File: src/rtl/me_pkg.sv
// Shared constants and FSM encoding for the motion-estimation SAD datapath.
package me_pkg;

  localparam int unsigned MAX_DATA_WIDTH = 16;
  localparam int unsigned NUM_PE         = 4;
  localparam int unsigned NUM_POS        = 256;
  localparam int unsigned IDX_WIDTH      = 8;
  localparam int unsigned SW_COLS        = 16;
  localparam int unsigned SEARCH_RANGE   = 8;
  localparam int unsigned MV_WIDTH       = 6;

  localparam logic [MAX_DATA_WIDTH-1:0] SAD_INIT = '1;

  typedef enum logic [1:0] {
    ST_IDLE    = 2'd0,
    ST_COLLECT = 2'd1,
    ST_DONE    = 2'd2
  } state_t;

endpackage

File: src/rtl/sad_min_tree.sv
// Combinational NUM_PE-input minimum over masked lanes; equal SADs resolve to the lower index.
module sad_min_tree #(
  parameter int unsigned MAX_DATA_WIDTH = 16,
  parameter int unsigned NUM_PE         = 4,
  parameter int unsigned IDX_WIDTH      = 8
) (
  input  logic [NUM_PE*MAX_DATA_WIDTH-1:0] in_sad,
  input  logic [NUM_PE*IDX_WIDTH-1:0]      in_idx,
  input  logic [NUM_PE-1:0]                in_mask,
  output logic [MAX_DATA_WIDTH-1:0]        out_min_sad,
  output logic [IDX_WIDTH-1:0]             out_min_idx,
  output logic                             out_any_valid
);

  logic [MAX_DATA_WIDTH-1:0] lane_sad [NUM_PE];
  logic [IDX_WIDTH-1:0]      lane_idx [NUM_PE];

  always_comb begin
    for (int unsigned l = 0; l < NUM_PE; l++) begin
      lane_sad[l] = in_sad[l*MAX_DATA_WIDTH +: MAX_DATA_WIDTH];
      lane_idx[l] = in_idx[l*IDX_WIDTH +: IDX_WIDTH];
    end
  end

  // Index is compared explicitly: staggered lanes can present a lower index on a higher lane.
  always_comb begin
    out_min_sad   = '1;
    out_min_idx   = '0;
    out_any_valid = 1'b0;
    for (int unsigned l = 0; l < NUM_PE; l++) begin
      if (in_mask[l]) begin
        if (!out_any_valid ||
            (lane_sad[l] < out_min_sad) ||
            ((lane_sad[l] == out_min_sad) && (lane_idx[l] < out_min_idx))) begin
          out_min_sad   = lane_sad[l];
          out_min_idx   = lane_idx[l];
          out_any_valid = 1'b1;
        end
      end
    end
  end

endmodule

File: src/rtl/sad_min_selector.sv
// Collects per-lane SAD results over one search, keeps the running minimum and
// converts the winning candidate index into a centred signed motion vector.
module sad_min_selector #(
  parameter int unsigned MAX_DATA_WIDTH = me_pkg::MAX_DATA_WIDTH,
  parameter int unsigned NUM_PE         = me_pkg::NUM_PE,
  parameter int unsigned NUM_POS        = me_pkg::NUM_POS,
  parameter int unsigned IDX_WIDTH      = me_pkg::IDX_WIDTH,
  parameter int unsigned SW_COLS        = me_pkg::SW_COLS,
  parameter int unsigned SEARCH_RANGE   = me_pkg::SEARCH_RANGE,
  parameter int unsigned MV_WIDTH       = me_pkg::MV_WIDTH
) (
  input  logic                             in_clk,
  input  logic                             in_rst,
  input  logic                             in_start,
  input  logic [NUM_PE*MAX_DATA_WIDTH-1:0] in_sad,
  input  logic [NUM_PE-1:0]                in_sad_valid,
  output logic [MAX_DATA_WIDTH-1:0]        out_best_sad,
  output logic [IDX_WIDTH-1:0]             out_best_idx,
  output logic [MV_WIDTH-1:0]              out_mv_x,
  output logic [MV_WIDTH-1:0]              out_mv_y,
  output logic                             out_busy,
  output logic                             out_done,
  output logic                             out_overflow
);

  import me_pkg::*;

  localparam int unsigned COL_W    = $clog2(SW_COLS);
  localparam int unsigned LANE_POS = NUM_POS / NUM_PE;
  localparam int unsigned LCNT_W   = $clog2(LANE_POS + 1);
  localparam int unsigned ACC_W    = $clog2(NUM_POS + 1);

  state_t state, state_nxt;

  logic [LCNT_W-1:0]          lane_cnt [NUM_PE];
  logic [ACC_W-1:0]           acc_cnt;
  logic                       have_best;

  logic [31:0]                lane_idx [NUM_PE];
  logic [NUM_PE*IDX_WIDTH-1:0] cand_idx;
  logic [NUM_PE-1:0]          accept;
  logic                       ovf_hit;
  logic [ACC_W-1:0]           acc_add;

  logic [MAX_DATA_WIDTH-1:0]  tree_sad;
  logic [IDX_WIDTH-1:0]       tree_idx;
  logic                       tree_valid;
  logic                       replace;
  logic [MV_WIDTH-1:0]        mv_x_nxt;
  logic [MV_WIDTH-1:0]        mv_y_nxt;

  // Lane l's k-th accepted result is candidate k*NUM_PE + l.
  always_comb begin
    for (int unsigned l = 0; l < NUM_PE; l++) begin
      lane_idx[l] = 32'(lane_cnt[l]) * NUM_PE + l;
    end
  end

  always_comb begin
    accept   = '0;
    ovf_hit  = 1'b0;
    acc_add  = '0;
    cand_idx = '0;
    for (int unsigned l = 0; l < NUM_PE; l++) begin
      cand_idx[l*IDX_WIDTH +: IDX_WIDTH] = lane_idx[l][IDX_WIDTH-1:0];
      if ((state == ST_COLLECT) && in_sad_valid[l]) begin
        if (lane_idx[l] < NUM_POS) begin
          accept[l] = 1'b1;
          acc_add   = acc_add + ACC_W'(1);
        end else begin
          ovf_hit = 1'b1;
        end
      end
    end
  end

  sad_min_tree #(
    .MAX_DATA_WIDTH (MAX_DATA_WIDTH),
    .NUM_PE         (NUM_PE),
    .IDX_WIDTH      (IDX_WIDTH)
  ) u_min_tree (
    .in_sad        (in_sad),
    .in_idx        (cand_idx),
    .in_mask       (accept),
    .out_min_sad   (tree_sad),
    .out_min_idx   (tree_idx),
    .out_any_valid (tree_valid)
  );

  // With no stored best yet, any accepted candidate (even all-ones SAD) wins.
  always_comb begin
    replace = tree_valid &&
              (!have_best ||
               (tree_sad < out_best_sad) ||
               ((tree_sad == out_best_sad) && (tree_idx < out_best_idx)));
    mv_x_nxt = MV_WIDTH'(tree_idx[COL_W-1:0]) - MV_WIDTH'(SEARCH_RANGE);
    mv_y_nxt = MV_WIDTH'(tree_idx[IDX_WIDTH-1:COL_W]) - MV_WIDTH'(SEARCH_RANGE);
  end

  always_comb begin
    state_nxt = state;
    if (in_start) begin
      state_nxt = ST_COLLECT;
    end else begin
      case (state)
        ST_IDLE:    state_nxt = ST_IDLE;
        ST_COLLECT: if (acc_cnt == ACC_W'(NUM_POS)) state_nxt = ST_DONE;
        ST_DONE:    state_nxt = ST_IDLE;
        default:    state_nxt = ST_IDLE;
      endcase
    end
  end

  always_ff @(posedge in_clk or posedge in_rst) begin
    if (in_rst) begin
      state <= ST_IDLE;
    end else begin
      state <= state_nxt;
    end
  end

  always_ff @(posedge in_clk or posedge in_rst) begin
    if (in_rst) begin
      out_best_sad <= '1;
      out_best_idx <= '0;
      out_mv_x     <= '0;
      out_mv_y     <= '0;
      out_overflow <= 1'b0;
      have_best    <= 1'b0;
      acc_cnt      <= '0;
      for (int unsigned l = 0; l < NUM_PE; l++) lane_cnt[l] <= '0;
    end else if (in_start) begin
      out_best_sad <= '1;
      out_best_idx <= '0;
      out_mv_x     <= '0;
      out_mv_y     <= '0;
      out_overflow <= 1'b0;
      have_best    <= 1'b0;
      acc_cnt      <= '0;
      for (int unsigned l = 0; l < NUM_PE; l++) lane_cnt[l] <= '0;
    end else begin
      if (ovf_hit) out_overflow <= 1'b1;
      for (int unsigned l = 0; l < NUM_PE; l++) begin
        if (accept[l]) lane_cnt[l] <= lane_cnt[l] + LCNT_W'(1);
      end
      acc_cnt <= acc_cnt + acc_add;
      if (replace) begin
        out_best_sad <= tree_sad;
        out_best_idx <= tree_idx;
        out_mv_x     <= mv_x_nxt;
        out_mv_y     <= mv_y_nxt;
        have_best    <= 1'b1;
      end
    end
  end

  assign out_busy = (state == ST_COLLECT);
  assign out_done = (state == ST_DONE);

endmodule

File: config.mk
export PLATFORM = sky130hd
export DESIGN_NAME = sad_min_selector
export DESIGN_NICKNAME = d
export VERILOG_FILES = /design/src/rtl/me_pkg.sv /design/src/rtl/sad_min_tree.sv /design/src/rtl/sad_min_selector.sv
export SDC_FILE = /design/constraint.sdc
export NUM_CORES = 1
export LEC_CHECK = 0
export ABC_AREA = 1
export ABC_CLOCK_PERIOD_IN_PS = 8100
export BUFFER_PORTS_ARGS = -buffer_cell sky130_fd_sc_hd__buf_2
export CAP_MARGIN = 20
export CORE_UTILIZATION = 34
export CTS_CLUSTER_DIAMETER = 200
export DETAILED_ROUTE_END_ITERATION = 8
export HOLD_SLACK_MARGIN = 0.15
export PLACE_DENSITY = 0.55
export SLEW_MARGIN = 20
export SYNTH_ARGS = -nofsm -noshare
export SYNTH_HDL_FRONTEND = slang
export SYNTH_HIERARCHICAL = 1
export SYNTH_SLANG_ARGS = --single-unit
export TNS_END_PERCENT = 20
File: constraint.sdc
create_clock -name in_clk -period 8.1 [get_ports in_clk]
set_input_delay 1.215 -clock in_clk [delete_from_list [all_inputs] [get_ports in_clk]]
set_output_delay 1.215 -clock in_clk [all_outputs]
set_load 0.1 [all_outputs]
==> impl_metrics.ini <==
[flow_run]
drv_cap = 0

[synth]
synth_compound_area_frac = 0.1166
yosys.area_share.xor_xnor = 0.008954
yosysMostFrequentCell = nand2_1
syn_area_um2 = 6708
synth_top_area_cell = ha_1
synth.avg_cell_area_um2 = 6.824
yosysWarningCount = 6
synth_seq_cells = 67
ys_seq_area_frac = 0.2529
synth-edff-count = 0
netlist_top_cells_count = nand2_1, inv_1, ha_1
postSynthCellCount = 983
synth_fa_ha_area_frac = 0.1951
synth.top_cell.area_share = 0.1921
synth_top_family_by_area = simple AND/OR/NAND/NOR gates
synthSimpleGateAreaFrac = 0.3193
synthMuxAreaShare = 0
synth_cell_types = 45
ys_top_cells_by_area = ha_1, dfrtp_1, nand2_1, inv_1, dfstp_2
ys_dominant_reg_cell = dfrtp_1
synthArstFlopShare = 1.000

[placed_design]
dp_slack_ns = -0.3628
hpwl_um = 13600
routabilityCongestion = 0.8084
dpl_cell_area_um2 = 7545
port_buffers = 109

[critical_path]
slowest_delay_ns = 0.31
crit_top_cell = nand2_1
crit_path_start = in_sad_valid[0]
required_ns = 8.32
critPathMaxFanout = 24
worstReg2RegStart = state[1]$_DFFE_PP0P_
crit_slowest_cell = ha_1
cp-start-kind = input pin
path_class = in2reg
arrival_ns = 7.82
crit_path_end_kind = flip-flop

[timing]
fmax_ghz = 0.1316
min_period_ns = 7.601
setup_viol = 0
fin_worst_skew_ns = 0.009867
drv_slew = 0
setup_slack_ns = 0.4994
finalCritPeriodShare = 0.9383
hold_violations = 0
tightest_slew_ns = 1.112
slew_headroom = 0.2575

[floorplanning]
io_pins = 110
die_x_um = 142.5
fp-row-count = 51
core_um2 = 19400
initial_utilization = 0.3458
die_y_um = 142.5
die-area_um2 = 20290

[power_and_ir_drop]
p_leak_nw = 4.470
total_power_mw = 1.682
power_density_nw_per_um2 = 202.1
vdd_drop_max_mv = 0.09627

[clocking]
clock_sinks = 67
clk_latency_ns = 0.34
cts.clk_slew.worst_paths_ns = 0.06
htreeDepth = 3
cts_root_buffer = clkbuf_16
cts_buffers = 9
cts_buffer_depth = 2
cts_tree = done
postCtsHoldBufs = 0

[finish]
area_growth_pct = 24.08
antenna_cells = 0
drive_gt1_frac = 0.2278
fin_util = 0.4291
nNetsFinal = 1276
stdcell_area_um2 = 8323
nFillCells = 2006

[hold_path]
min-delay-start = out_best_sad[3]$_DFFE_PP1P_
hold_path.class = reg2reg

[outcome]
status = finished clean

[routing]
detail_route.iter0.violations = 271
drc = 0
detail-route-antenna-nets = 0
firstDrtPassIters = 5
wl_per_cell_um = 13.12
via_per_inst = 4.678
wl_um = 17990
num_vias = 6414

[global_routing]
grt_pass1_vias = 5952
grt_max_degree = 68
overflow = 0
antenna_found_initial = 0
track_usage = 0.1830
grt_pass1_wl_um = 29290
-- worst paths after layout --
check,endpoint,slack (ns),cells after the start
hold / removal,out_best_sad[3]$_DFFE_PP1P_,0.49,2
hold reg to reg,out_best_sad[3]$_DFFE_PP1P_,0.49,2
setup reg to reg,out_mv_x[4]$_DFFE_PP0P_,0.80,51
min in group asynchronous,state[0]$_DFFE_PP0P_,1.13,3
max in group asynchronous,out_best_idx[7]$_DFFE_PP0P_,6.40,3
setup / recovery,out_mv_x[4]$_DFFE_PP0P_,0.50,51
-- critical path: cells and delay by family --
family	cells	cell delay [ns]
AO/OA/AOI/OAI	6	0.93
adder cells (fa/ha/maj)	4	1.16
buffers and inverters	10	1.33
AND/OR/NAND/NOR	31	3.13
-- metal layers --
layer	up-vias	GRT usage	wire (µm)
met5	-	0	0
met1	2839	0.2478	8782
met3	14	0.02826	567
li1	3448	-	-
met2	113	0.3016	8448
met4	0	0.04697	187
-- stage by stage --
| stage | hold slack, ns | setup TNS (ns) | instances |
|---|---|---|---|
| floorplan | 0.4558 | 0 | 994 |
| global placement | 0.4810 | -5.937 | 1337 |
| detailed placement | 0.4841 | -8.327 | 1337 |
| CTS | 0.4927 | 0 | 1353 |
| global route | 0.5109 | -0.2028 | 1371 |
| finish | 0.4885 | 0 | 1371 |
-- cell usage in the layout, fill, tap and decap left out, types with 2 or more instances in the layout --
cell type   synthesis  final
buf_2               4    109
nor2_8              2      2
or2_2              16     15
nand4_1            19     19
nand3_2             2      2
nand2_4             2      3
o21ai_2             0      9
inv_1             120    117
o21bai_2            0      2
buf_4              14     15
dfrtp_1            51     51
buf_12              0      7
nor2_1             59     49
o21a_1              2      2
nor4_1              4      2
dfstp_2            16     16
conb_1              2     13
nor3_2              1      2
nor2_2              1     11
a31oi_1             3      2
nor3_1             11     10
nor4_2              0      2
nand2_8             0      3
and2_1              2      2
inv_2               6      6
nand3_1            74     74
o21ai_0            66     43
nand2_1           278    273
clkinvlp_4          0      4
clkbuf_16           0     15
xor2_1              3      3
a21oi_1            64     63
xnor2_1             2      2
o21ai_1             5     18
nand2_2            11     13
o221ai_1            2      2
ha_1              103    102
inv_6               0      2
-- logic make-up after synthesis --
group	count (synthesis)
AND/OR/NAND/NOR	485
adder cells (fa/ha/maj)	104
other	2
buffers and inverters	170
AO/OA/AOI/OAI	149
XOR/XNOR	6
flip-flops	67
-- where the power goes --
part	total [mW]	internal, mW	switching [mW]
combinational	0.840	0.246	0.594
sequential	0.425	0.387	0.0374
clock	0.417	0.250	0.167
total	1.68	0.883	0.799
-- registers in the layout, summed over array words and instances (netlist names) --
name,count
have_best,1
acc_cnt,9
out_mv_y,1
lane_cnt,28
out_best_idx,8
out_best_sad,16
out_overflow,1
state,2
out_mv_x,1
-- layout make-up --
cell class | instances | area, µm² | area share
Clock inverter | 6 | 71.32 | 0.008569
Timing Repair Buffer | 138 | 959.7 | 0.1153
Multi-Input combinational cell | 758 | 4538 | 0.5452
Sequential cell | 67 | 1697 | 0.2038
Inverter | 127 | 486.7 | 0.05848
Tap cell | 265 | 331.6 | 0.03984
Clock buffer | 10 | 239.0 | 0.02871
-- what timing repair did --
| item | in CTS | in global routing |
|---|---|---|
| gates resized for setup | 0 | 78 |
| setup endpoints to repair | 0 | 27 |
| setup buffers | 0 | 10 |
No activity file was read; power rests on OpenSTA's default activity.
